$ cat src/rtl/ifft_8.sv
// ifft_8: frame-based 8-point inverse DFT, complex in / complex out.
//   Collects 8 bins in natural order into a bit-reversed buffer, runs
//   3 radix-2 DIT stages (one butterfly per cycle, 12 cycles), then emits
//   8 time samples in natural order, each scaled by 1/8 (floor) and
//   saturated to DBW bits.
// Ports:
//   clk        clock
//   rst        synchronous active-high reset
//   clear      synchronous frame abort (same effect as rst)
//   din        {imag, real} frequency bin, DBW bits each, signed
//   din_valid  / din_ready   input handshake (ready only while loading)
//   dout       {imag, real} time sample, DBW bits each, signed (registered)
//   dout_valid / dout_ready  output handshake
module ifft_8 #(
  parameter int DBW = 4,
  parameter int IW  = DBW + 4
) (
  input  logic             clk,
  input  logic             rst,
  input  logic             clear,
  input  logic [2*DBW-1:0] din,
  input  logic             din_valid,
  output logic             din_ready,
  output logic [2*DBW-1:0] dout,
  output logic             dout_valid,
  input  logic             dout_ready
);

  localparam int PW = IW + 6;
  localparam logic signed [IW-1:0] OUT_MAX = IW'((2 ** (DBW - 1)) - 1);
  localparam logic signed [IW-1:0] OUT_MIN = IW'(-(2 ** (DBW - 1)));

  typedef enum logic [1:0] {
    ST_LOAD,
    ST_CALC,
    ST_UNLOAD
  } state_e;

  state_e               state_q, state_d;
  logic [2:0]           cnt_q, cnt_d;
  logic [3:0]           step_q, step_d;
  logic [2*DBW-1:0]     dout_q, dout_d;
  logic                 dout_valid_q, dout_valid_d;

  logic signed [IW-1:0] mem_re_q [8];
  logic signed [IW-1:0] mem_im_q [8];

  // Butterfly addressing and twiddle selection
  logic [1:0]           stage;
  logic [1:0]           bfly;
  logic [2:0]           idx_a, idx_b;
  logic [1:0]           tw_idx;
  logic signed [3:0]    tw_re, tw_im;

  // Butterfly datapath
  logic signed [IW-1:0] a_re, a_im, b_re, b_im;
  logic signed [PW-1:0] wr_x, wi_x, br_x, bi_x;
  logic signed [PW-1:0] sum_re, sum_im, shr_re, shr_im;
  logic signed [IW-1:0] p_re, p_im;
  logic signed [IW-1:0] new_a_re, new_a_im, new_b_re, new_b_im;

  // Load / unload data
  logic signed [IW-1:0] ld_re, ld_im;
  logic [2:0]           rd_idx;
  logic [2*DBW-1:0]     rd_word;

  // Memory write controls
  logic                 wr_a, wr_b;
  logic [2:0]           wa_addr;
  logic signed [IW-1:0] wa_re, wa_im;

  function automatic logic [DBW-1:0] sat_scale(input logic signed [IW-1:0] v);
    logic signed [IW-1:0] s;
    logic [DBW-1:0]       r;
    s = v >>> 3;
    if (s > OUT_MAX) begin
      r = OUT_MAX[DBW-1:0];
    end else if (s < OUT_MIN) begin
      r = OUT_MIN[DBW-1:0];
    end else begin
      r = s[DBW-1:0];
    end
    return r;
  endfunction

  // Stage s uses span 2^s; the lower index of each pair is the butterfly
  // number with a zero inserted at bit s, so pairs come out ascending.
  always_comb begin
    stage = step_q[3:2];
    bfly  = step_q[1:0];
    case (stage)
      2'd0: begin
        idx_a  = {bfly, 1'b0};
        tw_idx = 2'd0;
      end
      2'd1: begin
        idx_a  = {bfly[1], 1'b0, bfly[0]};
        tw_idx = {bfly[0], 1'b0};
      end
      default: begin
        idx_a  = {1'b0, bfly};
        tw_idx = bfly;
      end
    endcase
    idx_b = idx_a | (3'b001 << stage);
  end

  // e^(+j*pi*t/4) with 2 fractional bits
  always_comb begin
    case (tw_idx)
      2'd0:    begin tw_re = 4'sd4;  tw_im = 4'sd0; end
      2'd1:    begin tw_re = 4'sd3;  tw_im = 4'sd3; end
      2'd2:    begin tw_re = 4'sd0;  tw_im = 4'sd4; end
      default: begin tw_re = -4'sd3; tw_im = 4'sd3; end
    endcase
  end

  always_comb begin
    a_re = mem_re_q[idx_a];
    a_im = mem_im_q[idx_a];
    b_re = mem_re_q[idx_b];
    b_im = mem_im_q[idx_b];
    wr_x = {{(PW-4){tw_re[3]}}, tw_re};
    wi_x = {{(PW-4){tw_im[3]}}, tw_im};
    br_x = {{(PW-IW){b_re[IW-1]}}, b_re};
    bi_x = {{(PW-IW){b_im[IW-1]}}, b_im};
    // Full-width sum first, then a single floor shift
    sum_re = (wr_x * br_x) - (wi_x * bi_x);
    sum_im = (wr_x * bi_x) + (wi_x * br_x);
    shr_re = sum_re >>> 2;
    shr_im = sum_im >>> 2;
    p_re   = shr_re[IW-1:0];
    p_im   = shr_im[IW-1:0];
    new_a_re = a_re + p_re;
    new_a_im = a_im + p_im;
    new_b_re = a_re - p_re;
    new_b_im = a_im - p_im;
  end

  always_comb begin
    ld_re   = {{(IW-DBW){din[DBW-1]}}, din[DBW-1:0]};
    ld_im   = {{(IW-DBW){din[2*DBW-1]}}, din[2*DBW-1:DBW]};
    // While a sample is shown, prefetch the next one for the transfer edge
    rd_idx  = dout_valid_q ? (cnt_q + 3'd1) : cnt_q;
    rd_word = {sat_scale(mem_im_q[rd_idx]), sat_scale(mem_re_q[rd_idx])};
  end

  always_comb begin
    state_d      = state_q;
    cnt_d        = cnt_q;
    step_d       = step_q;
    dout_d       = dout_q;
    dout_valid_d = dout_valid_q;
    wr_a         = 1'b0;
    wr_b         = 1'b0;
    wa_addr      = idx_a;
    wa_re        = new_a_re;
    wa_im        = new_a_im;
    case (state_q)
      ST_LOAD: begin
        if (din_valid) begin
          wr_a    = 1'b1;
          wa_addr = {cnt_q[0], cnt_q[1], cnt_q[2]};
          wa_re   = ld_re;
          wa_im   = ld_im;
          cnt_d   = cnt_q + 3'd1;
          if (cnt_q == 3'd7) begin
            state_d = ST_CALC;
            step_d  = '0;
          end
        end
      end
      ST_CALC: begin
        wr_a   = 1'b1;
        wr_b   = 1'b1;
        step_d = step_q + 4'd1;
        if (step_q == 4'd11) begin
          state_d = ST_UNLOAD;
          step_d  = '0;
          cnt_d   = '0;
        end
      end
      ST_UNLOAD: begin
        if (!dout_valid_q) begin
          dout_d       = rd_word;
          dout_valid_d = 1'b1;
        end else if (dout_ready) begin
          if (cnt_q == 3'd7) begin
            dout_valid_d = 1'b0;
            state_d      = ST_LOAD;
            cnt_d        = '0;
          end else begin
            cnt_d  = cnt_q + 3'd1;
            dout_d = rd_word;
          end
        end
      end
      default: begin
        state_d = ST_LOAD;
      end
    endcase
  end

  always_ff @(posedge clk) begin
    if (rst || clear) begin
      state_q      <= ST_LOAD;
      cnt_q        <= '0;
      step_q       <= '0;
      dout_q       <= '0;
      dout_valid_q <= 1'b0;
    end else begin
      state_q      <= state_d;
      cnt_q        <= cnt_d;
      step_q       <= step_d;
      dout_q       <= dout_d;
      dout_valid_q <= dout_valid_d;
    end
  end

  // Buffer contents are don't-care after reset, so no reset term here
  always_ff @(posedge clk) begin
    if (wr_a) begin
      mem_re_q[wa_addr] <= wa_re;
      mem_im_q[wa_addr] <= wa_im;
    end
    if (wr_b) begin
      mem_re_q[idx_b] <= new_b_re;
      mem_im_q[idx_b] <= new_b_im;
    end
  end

  assign din_ready  = (state_q == ST_LOAD);
  assign dout       = dout_q;
  assign dout_valid = dout_valid_q;

endmodule

$ cat config.mk
export PLATFORM = sky130hd
export DESIGN_NAME = ifft_8
export DESIGN_NICKNAME = d
export VERILOG_FILES = /design/src/rtl/ifft_8.sv
export SDC_FILE = /design/constraint.sdc
export NUM_CORES = 1
export LEC_CHECK = 0
export ABC_CLOCK_PERIOD_IN_PS = 13900
export CAP_MARGIN = 15
export CORE_MARGIN = 2
export CORE_UTILIZATION = 30
export DETAILED_ROUTE_END_ITERATION = 7
export SLEW_MARGIN = 10
export SYNTH_ARGS = -nofsm -noshare
export SYNTH_HDL_FRONTEND = slang
export SYNTH_SLANG_ARGS = --single-unit
export TNS_END_PERCENT = 100
$ cat constraint.sdc
create_clock -name clk -period 13.9 [get_ports clk]
set_input_delay 1.39 -clock clk [delete_from_list [all_inputs] [get_ports clk]]
set_output_delay 1.39 -clock clk [all_outputs]
set_load 0.05 [all_outputs]
After elaboration in Yosys (flattened, before gate mapping)
Memory sizes are Yosys's and may differ from the RTL's.
Index checks and enable logic that the tools add are counted.
{"block": "classes", "bitwise": 1, "n_reduce_logical": 10, "muxes": 45, "n_mul": 4, "shift": 1, "magnitude_cmp": 4, "add_sub_neg": 8, "n_eq_ne": 15}
{"operator": "8-bit two-way mux", "count": 7}
{"operator": "4-bit by 8-bit multiplier with 10-bit output", "count": 4}
{"operator": "4-bit two-way mux", "count": 7}
{"operator": "3-bit two-way mux", "count": 8}
{"operator": "8-bit adder", "count": 2}
{"operator": "8-bit subtractor", "count": 2}
{"operator": "2-bit != test, second input constant", "count": 7}
{"operator": "2-bit two-way mux", "count": 6}
{"operator": "3-bit one-hot mux with 2 select lines", "count": 2}
{"operator": "4-bit one-hot mux with 3 select lines", "count": 1}
{"operator": "10-bit adder", "count": 1}
{"operator": "5-bit by 4-bit greater-than comparator with 1-bit output, second input constant", "count": 2}
{"operator": "5-bit by 4-bit < comparator with 1-bit output, second input constant", "count": 2}
{"operator": "10-bit subtractor", "count": 1}
{"operator": "1-bit two-way mux", "count": 9}
{"operator": "3-bit one-hot mux with 3 select lines", "count": 1}
{"operator": "4-bit one-hot mux with 2 select lines", "count": 1}
{"operator": "2-bit by 1-bit == test with 1-bit output, second input constant", "count": 3}
{"operator": "2-bit logical NOT", "count": 3}
{"operator": "2-bit one-hot mux with 3 select lines", "count": 1}
{"operator": "3-bit AND reduction", "count": 2}
{"operator": "6-bit AND reduction", "count": 1}
{"operator": "5-bit AND reduction", "count": 1}
{"operator": "4-bit by 1-bit adder with 4-bit output, second input constant", "count": 1}
{"operator": "12 further kinds", "count": 13}
{"block": "word_totals", "output_inout_bits": 10, "wordCells": 95, "input_bits": 13, "mem_bits_rw": 128, "n_memories": 2, "regBits": 18}
{"memory": "mem_im_q", "words": 8, "width": 8, "rd": 3, "rd_clocked_by_memory_dff": 0, "write_ports": 2, "line_no": "46", "text": "logic signed [IW-1:0] mem_im_q [8];"}
{"memory": "mem_re_q", "words": 8, "width": 8, "rd": 3, "rd_clocked_by_memory_dff": 0, "write_ports": 2, "line_no": "45", "text": "logic signed [IW-1:0] mem_re_q [8];"}

Longest topological paths before layout
{"block": "logic_depth", "word_depth": 9, "mapped_depth": 34, "depth_no_buf": 29}

Worst setup path after synthesis
Ideal clock, no wire load.
{"block": "synth_path", "path_kind": "flip-flop to flip-flop", "from": "register step_q[0]", "to": "memory mem_re_q[0][7] in the netlist's numbering (data pin)", "arrival_ns": 6.924, "setup_ns": 0.267, "t_required_ns": 13.633, "path_buffers": 5, "period_less_slack_ns": 7.191, "path_stages_with_launch": 32, "path_slack_ns": 6.709, "path_cell_list": "dfxtp_1 > buf_6 > buf_6 > buf_2 > buf_2 > nor2_1 > clkbuf_1 > nand2_1 > nand3_1 > nand4_1 > nor2_1 > inv_1 > fa_1 > inv_1 > fa_1 > fa_1 > fa_1 > ha_1 > ha_1 > or2_2 > a21oi_1 > inv_1 > a31o_1 > a21o_1 > xor2_1 > ha_1 > nand2_1 > o21ai_0 > nand2_1 > or3_1 > o2111ai_2 > o21ai_1"}
{"item": "start: declaration", "line_no": "41", "text": "logic [3:0] step_q, step_d;"}
{"item": "start signal: assignment", "line_no": "214", "text": "step_q <= step_d;"}
{"item": "end: declaration", "line_no": "45"}

==> impl_metrics.json <==
{
  "maxSlewHeadroom": 0.285,
  "vias": 11604,
  "clkTransAtPathRegs_ns": 0.07,
  "critPathArrivalTime_ns": 8.40,
  "core-area_um2": 46300,
  "avgViaCountPerCell": 5.45,
  "hold_viol": 0,
  "place_congestion": 0.915,
  "syn_area_um2": 14000,
  "drv_cap": 0,
  "grt_remaining_overflow": 0,
  "crit_chain": "or3b_4, a21oi_4, nand3_1, nand4_1, inv_1, nand2_1, inv_1, fa_1, inv_1, fa_1, inv_1, fa_1, fa_1, fa_1, a21o_1, a21oi_1, xnor2_1, ha_1, inv_1, o31ai_1, o21ai_0, nor2b_1, a21oi_1, a21oi_1",
  "p_switching_uw": 284,
  "synth.area.top_cells": "edfxtp_1, fa_1, ha_1, mux4_2, nor2_1",
  "yosysTopAreaCellShare": 0.275,
  "avgSynthCellArea_um2": 9.15,
  "htreeDepth": 4,
  "min_period_over_period": 0.592,
  "grt_pass1_wl_um": 67400,
  "ys_types": 84,
  "p_per_area_nw_per_um2": 72.8,
  "grt_max_degree": 63,
  "p_clk_frac": 0.435,
  "initialDrtViolationCount": 1283,
  "fin_skew_ns": 0.00704,
  "ctsHoldBuffers": 0,
  "cts_resized": 0,
  "cts-root-buf": "clkbuf_16",
  "clk_path_buf_depth": 2,
  "drive_above_1_share": 0.108,
  "antennaDiodeCount": 0,
  "synth_edf_count": 128,
  "fin_crit_ns": 8.23,
  "die_w_um": 220,
  "synth-main-ff-cell": "edfxtp_1",
  "p_int_uw": 841,
  "ys.warnings.count": 0,
  "synth.most_common_cell": "nor2_1",
  "synth_largest_area_cell": "edfxtp_1",
  "sw_frac_of_total": 0.253,
  "cts_made_buffers": 17,
  "critPathKind": "reg -> reg",
  "postSynthCellCount": 1530,
  "seqPwrFrac": 0.441,
  "min_path_type": "reg -> reg",
  "rows": 79,
  "grt_pass1_vias": 11453,
  "initial_core_util": 0.303,
  "pin_count": 23,
  "clk-insertion-delay-late_ns": 0.45,
  "worstSetupStartpoint": "step_q[1]",
  "setup_viol": 0,
  "tightest_slew_ns": 1.07,
  "utilization": 0.334,
  "num-fill-cells": 4761,
  "worstPathRequired_ns": 14.06,
  "crit_fanout": 28,
  "rsz0062_at_grt": "false",
  "combPwrFrac": 0.124,
  "async_flop_share": 0,
  "die_area_um2": 48400,
  "cts_tree": "done",
  "final_antenna_net_count": 0,
  "fin_nets": 1680,
  "ir_drop_uv": 85.1,
  "drc_errors": 0,
  "fmax_mhz": 121,
  "total_power_uw": 1130,
  "dpl.hpwl_um": 32200,
  "antenna_found_initial": 1,
  "totalWireLength_um": 44500,
  "hp-start": "dout[2]",
  "slowest_stage": "dfxtp_1",
  "status": "complete, no violations",
  "post_cts_buffers": 0,
  "io_buffers": 22,
  "worst_setup_path_end_kind": "register",
  "grt_usage": 0.186,
  "cts.sinks": 146,
  "first_pass_iters": 6,
  "synth_nets": 1700,
  "ys_seq_area_frac": 0.300,
  "slew_viol_final": 0,
  "tns_ns": 0,
  "chipHeight_um": 220,
  "wl_per_cell_um": 20.9,
  "area_delta_synth_final_pct": 10.5,
  "synth_common_cells": "nor2_1, nand2_1, a21oi_1, inv_1, edfxtp_1",
  "startpoint_type": "register",
  "rr_startpoint": "step_q[1]",
  "slowest_delay_ns": 0.94,
  "power.leakage_uw": 0.00626,
  "ys_seq_elements": 146
}
-- placed cells by master (no fill, tap or decap), types with 17 or more instances in the layout --
| master | Yosys | routed |
|---|---|---|
| and2_1 | 22 | 22 |
| mux2i_1 | 21 | 20 |
| fa_1 | 69 | 69 |
| inv_1 | 134 | 134 |
| edfxtp_1 | 128 | 128 |
| clkbuf_16 | 0 | 17 |
| nand2_1 | 181 | 181 |
| a21oi_1 | 149 | 149 |
| nand3_1 | 53 | 51 |
| xnor2_1 | 37 | 36 |
| ha_1 | 88 | 88 |
| clkdlybuf4s50_1 | 0 | 22 |
| dfxtp_1 | 18 | 17 |
| nor2_1 | 199 | 198 |
| nor3_1 | 18 | 18 |
| mux4_2 | 48 | 48 |
| buf_4 | 4 | 32 |
| o21ai_0 | 38 | 30 |
-- worst paths after layout --
check | to | slack [ns] | depth (start not counted)
max reg2reg | mem_im_q[7][5] | 5.67 | 24
max | mem_im_q[7][5] | 5.67 | 24
min reg2reg | dout[2] | 0.50 | 2
min | dout[2] | 0.50 | 2
-- stage by stage --
stage,setup slack (ns),hold WS [ns],instances,instance area (um^2)
after detailed placement,5.80,0.497,2098,14800
after global routing,5.20,0.526,2130,15500
final,5.67,0.501,2130,15500
after global placement,5.87,0.486,2098,14800
after CTS,5.75,0.508,2130,15500
after floorplan,6.71,0.484,1530,14000
-- cell type report --
type                    count  area, um^2  area share
clock buffers              18         429      0.0277
clock inverters            14         189      0.0122
inverters                 137         514      0.0332
multi-input cells        1154        8910       0.576
flip-flops and latches    146        4210       0.272
well taps                 607         759      0.0491
repair buffers             54         460      0.0298
-- flip-flops by register name (all words and copies together), names as in the netlist --
| name | count |
|---|---|
| mem_re_q | 64 |
| dout_valid | 1 |
| dout | 8 |
| state_q | 2 |
| mem_im_q | 64 |
| step_q | 4 |
| cnt_q | 3 |
-- routing by layer --
metal  track usage  up-vias  share of wire
met5             0        -        0.00076
met4        0.0895        2          0.042
met3        0.0261      116          0.088
met2         0.311      565           0.48
met1         0.237     5619           0.39
li1              -     5302              -
-- worst max-delay path: cells and delay by family, from the launching register on --
family	cells	cell delay [ns]
fa+ha+maj	6	2.85
compound gates	7	2.28
simple gates	5	1.30
flops	1	0.94
buf+inv	5	0.45
xor+xnor	1	0.13
-- logic make-up (layout without fill, tap and decap cells) --
logic type | after synthesis | in the layout | share of synthesized area
simple gates | 563 | 563 | 0.182
compound gates | 304 | 304 | 0.135
fa+ha+maj | 163 | 163 | 0.182
buf+inv | 230 | 223 | 0.0687
flops | 146 | 146 | 0.300
mux | 71 | 71 | 0.0939
xor+xnor | 53 | 53 | 0.0386
-- power groups by stage --
stage                     sequential, uW  clock (uW)  combinational [uW]
after floorplan                      503           0                93.3
after global placement               505           0                 133
after detailed placement             506           0                 136
after CTS                            496         493                 137
after global routing                 497         508                 151
final                                496         490                 140
Note: power is estimated with default switching activity, not from simulation.
